`src/rtl/enemy_collision.sv`:
```
// enemy_collision: per-frame player/enemy overlap scanner.
// On each frame tick the enemy slots are scanned in index order against the
// latched player position. The first active, overlapping slot found while the
// player is not invulnerable produces one hit: HP drops, the slot is asked to
// despawn and an invulnerability window of INVULN_FRAMES frames starts.
module enemy_collision #(
    parameter int NUM_ENEMY     = 4,
    parameter int HIT_DX        = 20,
    parameter int HIT_DY        = 20,
    parameter int MAX_HP        = 5,
    parameter int INVULN_FRAMES = 60
) (
    input  logic                   clk,
    input  logic                   rst,
    input  logic                   frameTick,
    input  logic [9:0]             playerX,
    input  logic [8:0]             playerY,
    input  logic [NUM_ENEMY-1:0]   enemyActive,
    input  logic [10*NUM_ENEMY-1:0] enemyXBus,
    input  logic [9*NUM_ENEMY-1:0] enemyYBus,
    output logic [3:0]             hp,
    output logic                   hitPulse,
    output logic                   killValid,
    output logic [3:0]             killUid,
    output logic                   invulnerable,
    output logic                   gameOver,
    output logic                   busy
);

    localparam logic [10:0] HIT_DX_W   = 11'(HIT_DX);
    localparam logic [9:0]  HIT_DY_W   = 10'(HIT_DY);
    localparam logic [3:0]  MAX_HP_W   = 4'(MAX_HP);
    localparam logic [7:0]  INVULN_W   = 8'(INVULN_FRAMES);
    localparam logic [3:0]  LAST_IDX_W = 4'(NUM_ENEMY - 1);

    typedef enum logic [1:0] {
        S_IDLE = 2'd0,
        S_SCAN = 2'd1,
        S_HIT  = 2'd2
    } state_t;

    state_t      state_q, state_d;
    logic [3:0]  idx_q, idx_d;
    logic [9:0]  px_q, px_d;
    logic [8:0]  py_q, py_d;
    logic [3:0]  hp_q, hp_d;
    logic        hit_pulse_q, hit_pulse_d;
    logic        kill_valid_q, kill_valid_d;
    logic [3:0]  kill_uid_q, kill_uid_d;
    logic [7:0]  cnt_q, cnt_d;
    logic        invuln_q, invuln_d;
    logic        game_over_q, game_over_d;
    logic        busy_q, busy_d;

    logic        sel_active_s;
    logic [9:0]  sel_x_s;
    logic [8:0]  sel_y_s;
    logic [10:0] dx_s;
    logic [9:0]  dy_s;
    logic        overlap_s;
    logic        invuln_now_s;

    // Select the slot currently being scanned and compute its overlap with the latched player box.
    always_comb begin
        sel_active_s = 1'b0;
        sel_x_s      = 10'd0;
        sel_y_s      = 9'd0;
        for (int i = 0; i < NUM_ENEMY; i++) begin
            sel_active_s = sel_active_s | (enemyActive[i] & (idx_q == 4'(i)));
            sel_x_s      = sel_x_s | (enemyXBus[10*i +: 10] & {10{idx_q == 4'(i)}});
            sel_y_s      = sel_y_s | (enemyYBus[9*i +: 9] & {9{idx_q == 4'(i)}});
        end
        dx_s = (sel_x_s >= px_q) ? ({1'b0, sel_x_s} - {1'b0, px_q})
                                 : ({1'b0, px_q} - {1'b0, sel_x_s});
        dy_s = (sel_y_s >= py_q) ? ({1'b0, sel_y_s} - {1'b0, py_q})
                                 : ({1'b0, py_q} - {1'b0, sel_y_s});
        overlap_s    = sel_active_s & (dx_s < HIT_DX_W) & (dy_s < HIT_DY_W);
        invuln_now_s = (cnt_q != 8'd0);
    end

    // Next-state logic for the scan FSM, HP, invulnerability counter and all registered outputs.
    always_comb begin
        state_d      = state_q;
        idx_d        = idx_q;
        px_d         = px_q;
        py_d         = py_q;
        hp_d         = hp_q;
        hit_pulse_d  = 1'b0;
        kill_valid_d = 1'b0;
        kill_uid_d   = kill_uid_q;
        game_over_d  = game_over_q;
        // Frame ticks age the window in every state, including dropped ticks while busy.
        if (frameTick && invuln_now_s) begin
            cnt_d = cnt_q - 8'd1;
        end else begin
            cnt_d = cnt_q;
        end

        case (state_q)
            S_IDLE: begin
                if (frameTick && !game_over_q) begin
                    px_d    = playerX;
                    py_d    = playerY;
                    idx_d   = 4'd0;
                    state_d = S_SCAN;
                end else begin
                    state_d = S_IDLE;
                end
            end
            S_SCAN: begin
                if (overlap_s && !invuln_now_s) begin
                    // idx holds so it still names the colliding slot.
                    state_d      = S_HIT;
                    hit_pulse_d  = 1'b1;
                    kill_valid_d = 1'b1;
                    kill_uid_d   = idx_q;
                end else if (idx_q == LAST_IDX_W) begin
                    state_d = S_IDLE;
                end else begin
                    idx_d = idx_q + 4'd1;
                end
            end
            S_HIT: begin
                // The fresh window load takes priority over a same-cycle decrement.
                cnt_d = INVULN_W;
                if (hp_q != 4'd0) begin
                    hp_d = hp_q - 4'd1;
                end else begin
                    hp_d = hp_q;
                end
                if (hp_q == 4'd1) begin
                    game_over_d = 1'b1;
                end else begin
                    game_over_d = game_over_q;
                end
                state_d = S_IDLE;
            end
            default: begin
                state_d = S_IDLE;
            end
        endcase

        busy_d   = (state_d != S_IDLE);
        invuln_d = (cnt_d != 8'd0);
    end

    // State and output registers with synchronous reset.
    always_ff @(posedge clk) begin
        if (rst) begin
            state_q      <= S_IDLE;
            idx_q        <= 4'd0;
            px_q         <= 10'd0;
            py_q         <= 9'd0;
            hp_q         <= MAX_HP_W;
            hit_pulse_q  <= 1'b0;
            kill_valid_q <= 1'b0;
            kill_uid_q   <= 4'd0;
            cnt_q        <= 8'd0;
            invuln_q     <= 1'b0;
            game_over_q  <= 1'b0;
            busy_q       <= 1'b0;
        end else begin
            state_q      <= state_d;
            idx_q        <= idx_d;
            px_q         <= px_d;
            py_q         <= py_d;
            hp_q         <= hp_d;
            hit_pulse_q  <= hit_pulse_d;
            kill_valid_q <= kill_valid_d;
            kill_uid_q   <= kill_uid_d;
            cnt_q        <= cnt_d;
            invuln_q     <= invuln_d;
            game_over_q  <= game_over_d;
            busy_q       <= busy_d;
        end
    end

    assign hp           = hp_q;
    assign hitPulse     = hit_pulse_q;
    assign killValid    = kill_valid_q;
    assign killUid      = kill_uid_q;
    assign invulnerable = invuln_q;
    assign gameOver     = game_over_q;
    assign busy         = busy_q;

endmodule
```
`config.mk`:
```
export PLATFORM = sky130hd
export DESIGN_NAME = enemy_collision
export DESIGN_NICKNAME = d
export VERILOG_FILES = /design/src/rtl/enemy_collision.sv
export SDC_FILE = /design/constraint.sdc
export NUM_CORES = 1
export LEC_CHECK = 0
export ABC_AREA = 1
export CORE_ASPECT_RATIO = 1.75
export CORE_MARGIN = 10
export CORE_UTILIZATION = 40
export CTS_BUF_LIST = sky130_fd_sc_hd__clkbuf_4 sky130_fd_sc_hd__clkbuf_8
export DETAILED_ROUTE_END_ITERATION = 7
export GPL_ROUTABILITY_DRIVEN = 1
export PLACE_DENSITY = 0.67
export SYNTH_ARGS = -nofsm -noshare
export SYNTH_HDL_FRONTEND = slang
export SYNTH_SLANG_ARGS = --single-unit
```
`constraint.sdc`:
```
create_clock -name clk -period 7.2 [get_ports clk]
set_clock_uncertainty 0.15 [all_clocks]
set_input_delay 1.08 -clock clk [delete_from_list [all_inputs] [get_ports clk]]
set_output_delay 1.08 -clock clk [all_outputs]
set_load 0.02 [all_outputs]
```
==> Yosys cells after proc, flatten, opt, wreduce, memory -nomap -nowiden <==
Cells that the tools add are included.
{ "word_totals": {"ff_bits": 45, "output_inout_bits": 13, "elab_cells": 86} }
{ "classes": {"n_addsub": 7, "n_lt_le_gt_ge": 4, "n_eq_ne": 9, "muxes": 13, "bitwise": 24, "reduce_logical": 18} }
{ "ops": {"columns": ["cell", "count"], "rows": [
  ["$and A10 B10 Y10", 4],
  ["$and A9 B9 Y9", 4],
  ["$or A10 B10 Y10", 3],
  ["$or A9 B9 Y9", 3],
  ["$sub A10 B10 Y11", 2],
  ["$sub A9 B9 Y10", 2],
  ["$mux W8", 2],
  ["$reduce_bool A8 Y1", 2],
  ["$mux W4", 3],
  ["$lt A11 B5 Y1 const B", 1],
  ["$mux W11", 1],
  ["$ge A10 B10 Y1", 1],
  ["$lt A10 B5 Y1 const B", 1],
  ["$mux W10", 1],
  ["$ge A9 B9 Y1", 1],
  ["$eq A4 B1 Y1 const B", 2],
  ["$eq A4 B2 Y1 const B", 2],
  ["$pmux W4 S2", 1],
  ["$reduce_and A2 Y1", 4],
  ["$sub A8 B1 Y8 const B", 1],
  ["$and A1 B1 Y1", 6],
  ["$ne A2 B2 Y1 const B", 3],
  ["$add A4 B1 Y4 const B", 1],
  ["$logic_not A4 Y1", 1],
  ["15 further kinds", 23]
]} }

==> Logic depth before layout (Yosys ltp) <==
{ "depth": {"depth_word": 14, "mapped_depth": 26, "mapped_depth_nobuf": 25} }

==> Least setup slack after synthesis <==
OpenSTA, ideal clock, no wires.
{ "synth_path": {"kind": "input -> register", "from": "input enemyYBus[17]", "to": "register idx_q[0]", "setup_time_ns": 0.115, "arrival_ns": 3.266, "slack_ns": 3.669, "path_stages": 20, "n_path_buf": 2, "cell_sequence": "a22o_1 > a21oi_1 > nand2_1 > ha_1 > buf_6 > nand2_2 > inv_1 > nand2_1 > nand2_1 > nor2_2 > nand3_4 > inv_6 > nor2_2 > nor2_2 > nand4_1 > nor2_2 > nand4_4 > buf_6 > a21oi_1 > nor2_1"} }
{ "synth_between": {"elab_chain_cells": 11, "word_cells_on_any_way": 13, "classes_between": "2 x add/sub; 2 x order compare; 1 x eq/ne; 1 x mux; 5 x bitwise; 2 x reduce/logical"} }
{ "synth_rtl": {"columns": ["element", "line", "text"], "rows": [
  ["start: declaration", "20", "input logic [9*NUM_ENEMY-1:0] enemyYBus,"],
  ["$and A9 B9 Y9 (*)", "71", "sel_y_s = sel_y_s | (enemyYBus[9*i +: 9] & {9{idx_q == 4'(i)}});"],
  ["$or A9 B9 Y9 (*) (3 in a row)", "71", null],
  ["$sub A9 B9 Y10, or another cell as far along", "76", ": ({1'b0, py_q} - {1'b0, sel_y_s});"],
  ["$mux W10 (*)", "75", "dy_s = (sel_y_s >= py_q) ? ({1'b0, sel_y_s} - {1'b0, py_q})"],
  ["$lt A10 B5 Y1 (*)", "77", "overlap_s = sel_active_s & (dx_s < HIT_DX_W) & (dy_s < HIT_DY_W);"],
  ["$and A1 B1 Y1 (*)", "77", null],
  ["$logic_and A1 B1 Y1 (*)", "111", "if (overlap_s && !invuln_now_s) begin"],
  ["$ne A2 B2 Y1 (no source line) (*)", null, null],
  ["$reduce_and A4 Y1 (no source line) (*)", null, null],
  ["end signal: assignment", "164", "idx_q <= idx_d;"],
  ["end: declaration", "43", "logic [3:0] idx_q, idx_d;"]
]} }
Mark *: on every way between the ends. The rest lies on a longest branch, timed or not.
A chain may end at the register's enable or synchronous reset.

==> Worst setup path after layout <==
{ "layout_path": {"from": "register idx_q[1]", "to": "register idx_q[0]"} }
{ "layout_between": {"elab_chain_cells": 13, "word_cells_on_any_way": 41, "classes_between": "4 x add/sub; 4 x order compare; 5 x eq/ne; 2 x mux; 23 x bitwise; 3 x reduce/logical"} }
{ "layout_rtl": {"columns": ["element", "line", "text"], "rows": [
  ["$eq A4 B1 Y1 / $logic_not A4 Y1 (equally long branches)", "69, 70, 71", null],
  ["$and A10 B10 Y10", "70", "sel_x_s = sel_x_s | (enemyXBus[10*i +: 10] & {10{idx_q == 4'(i)}});"],
  ["$or A10 B10 Y10 (3 in a row)", "70", null],
  ["$sub A10 B10 Y11, or another cell as far along", "74", ": ({1'b0, px_q} - {1'b0, sel_x_s});"],
  ["$mux W11", "73", "dx_s = (sel_x_s >= px_q) ? ({1'b0, sel_x_s} - {1'b0, px_q})"],
  ["$lt A11 B5 Y1", "77", null],
  ["$and A1 B1 Y1 (2 in a row)", "77", null],
  ["$logic_and A1 B1 Y1", "111", null],
  ["$ne A2 B2 Y1 (no source line)", null, null],
  ["$reduce_and A4 Y1 (no source line) (*)", null, null]
]} }
Marks and branches as above.

==> flow_summary.ini <==
[floorplan]
die_w_um = 101
die_area_um2 = 16400
row_count = 51
initial_core_util_pct = 41.1
core-area_um2 = 11200
die-height_um = 162
num_io_pins = 115

[clock_tree]
cts_max_level = 2
cts_resized = 0
cts.sinks = 45
root_buffer = clkbuf_8
clk_latency_ns = 0.32
cts_buffer_depth = 2
hold_buffers = 0
cts_tree = done
cts_buffers = 5
postCtsSetupRepairBufs = 0
clk_pin_slew_ns = 0.10

[placed_design]
gp_congestion = 1.00
port-buffer-count = 114
preCtsSetupSlack_ns = 2.82
place_inst = 999
hpwl_mm = 13.2

[synth]
async_reset_ff_share_pct = 0
syn_area_per_cell_um2 = 5.97
synth_largest_area_cell = dfxtp_1
synth_edf_count = 0
synth_top_flop_cell = dfxtp_1
synth_nets = 920
ys_seq_area_share_pct = 19.5
synth_cells = 773
ys_types = 41
synthTopCellsByArea = dfxtp_1, nand2_1, ha_1
synth_top_area_share_pct = 19.5
ys_warn_count = 0
yosysMostFrequentCell = nand2_1
synth_commonest_cells = nand2_1, inv_1, nand3_1, nor2_1, a21oi_1
syn_area_um2 = 4620
synth_seq_cells = 45

[setup_path]
cp_slowest_cell = nor3_2
start_kind = flip-flop
cp-end-kind = flip-flop
slowest_delay_ns = 0.60
crit_family = simple AND/OR/NAND/NOR gates
critPathMaxFanout = 16
crit_top_cell = nand2_1
crit_chain = ha_1 -> inv_1 -> nor3_2 -> buf_4 -> a22o_1 -> nor2_1 -> inv_1 -> ha_1 -> nand2_1 -> nand2_1 -> nand2_1 -> nand2_1 -> nand2_1 -> nand2_1 -> nand2_1 -> nand2_1 -> nor2_1 -> nand3_1 -> a21oi_2 -> nand4_4 -> nand3_1 -> nand2_1 -> nor2_1
required_ns = 7.31
path_class = flip-flop to flip-flop
crit_buf_inv = 3
arrival_ns = 4.26

[timing]
timing.fmax_mhz = 241
tightestPinTransition_ns = 1.05
fin_crit_ns = 4.14
rsz0062_at_grt = no
report.final.slew_viol_count = 0
slew_headroom_pct = 30.2
fin_crit_sh_pct = 57.5
setup_violations = 0
fin_ws_ns = 3.06
hold_viol = 0
finalSetupTns_ns = 0

[power]
power_density_nw_per_um2 = 254
power.leakage_nw = 3.08
peakVddDrop_mv = 0.183

[global_route]
grt_use_met1_pct = 16.0
grt_pass1_wl_mm = 25.1
grt_busiest_layer = met2
grt_max_degree = 35
antenna_found_initial = 0
grt_pass1_vias = 5358
grt_usage_pct = 18.8
use_met2_pct = 38.4
overflow = 0
grt_util_met3_pct = 4.08

[outcome]
status = complete, no violations

[drt]
viasPerCell = 5.19
ant_nets = 0
dr.pass1.iters = 6
drt_iter0_markers = 253
avgRoutedWirePerCell_um = 15.8
num_vias = 5222
drt_wl_total_mm = 15.9
drc_errors = 0

[final_layout]
finish.utilization_pct = 53.0
areaGrowthSynthToFinish_pct = 28.8
drive_above_1_share_pct = 4.46
fin_cells = 1007
antennaDiodeCount = 0
nets = 1021

[worst_hold_path]
hold_path.class = flip-flop to flip-flop

[run]
max_cap_viol_count = 0
cell type report:
type / instances / area [µm²]
fillers: 1170 / 5280
multi-input cells: 569 / 3090
repair buffers: 116 / 1160
flip-flops and latches: 45 / 901
inverters: 137 / 519
well taps: 132 / 165
clock buffers: 5 / 68.8
clock inverters: 3 / 47.5
flip-flops by register name, indices dropped and copies added, names as in the netlist:
register	flops
px_q	10
hp	4
state_q	2
busy	1
cnt_q	8
py_q	9
gameOver	1
idx_q	4
invulnerable	1
killUid	4
killValid	1
metal layers:
metal  vias to the layer above  wire, µm
met2                       187      8810
li1                       2651         -
met4                         0       571
met5                         -         0
met1                      2343      5430
met3                        41      1080
through the flow:
step	total power [mW]	hold WS, ns	cell area, µm²
after floorplan	1.04	0.303	4620
after global placement	1.28	0.309	5830
after detailed placement	1.30	0.314	5830
after CTS	1.51	0.329	5950
after global routing	1.65	0.333	5950
final	1.51	0.324	5950
cell families after synthesis:
group	Yosys count	share of synthesized area, %
flip-flops	45	19.5
adder cells (fa/ha/maj)	45	12.2
buffers and inverters	159	13.7
AND/OR/NAND/NOR	391	36.4
XOR/XNOR	8	1.52
AO/OA/AOI/OAI	125	16.6
final timing paths:
check             slack (ns)  startpoint          to  depth (start not counted)
hold / removal          0.32  killUid[2]  killUid[2]                          2
setup reg to reg        3.06    idx_q[1]    idx_q[0]                         23
hold reg to reg         0.32  killUid[2]  killUid[2]                          2
setup / recovery        3.06    idx_q[1]    idx_q[0]                         23
power by group:
group          leakage (nW)  internal (mW)  switching (mW)
logic                  2.65          0.360           0.629
registers             0.370          0.285          0.0249
clock network        0.0591          0.106           0.104
total                  3.08          0.752           0.758
placed cells by master (no fill, tap or decap), types with 2 or more instances in the layout:
cell type and count:
nand3_1 55, or2_2 3, nand3b_1 3, buf_4 2, a21oi_2 3, o21bai_1 5
clkdlybuf4s50_1 114, nand4_1 12, o211ai_1 2, inv_6 3, a22o_1 23, o21ai_2 2
dfxtp_1 45, o21ai_1 3, o21ai_0 28, a41oi_1 2, ha_1 45, nor3_1 4
nor2_1 55, inv_1 134, nor2_2 9, nand2_1 237, clkbuf_8 5, nand2_2 3
xor2_1 8, nor4_1 2, nor2b_1 2, a21oi_1 52, inv_2 2
worst register-to-register path, delay by kind of cell, from the launching register on:
family	cells	cell delay, ns
AND/OR/NAND/NOR	16	2.19
adder cells (fa/ha/maj)	2	0.49
buffers and inverters	3	0.46
flip-flops	1	0.43
AO/OA/AOI/OAI	2	0.36
Note: power is estimated with default switching activity, not from simulation.
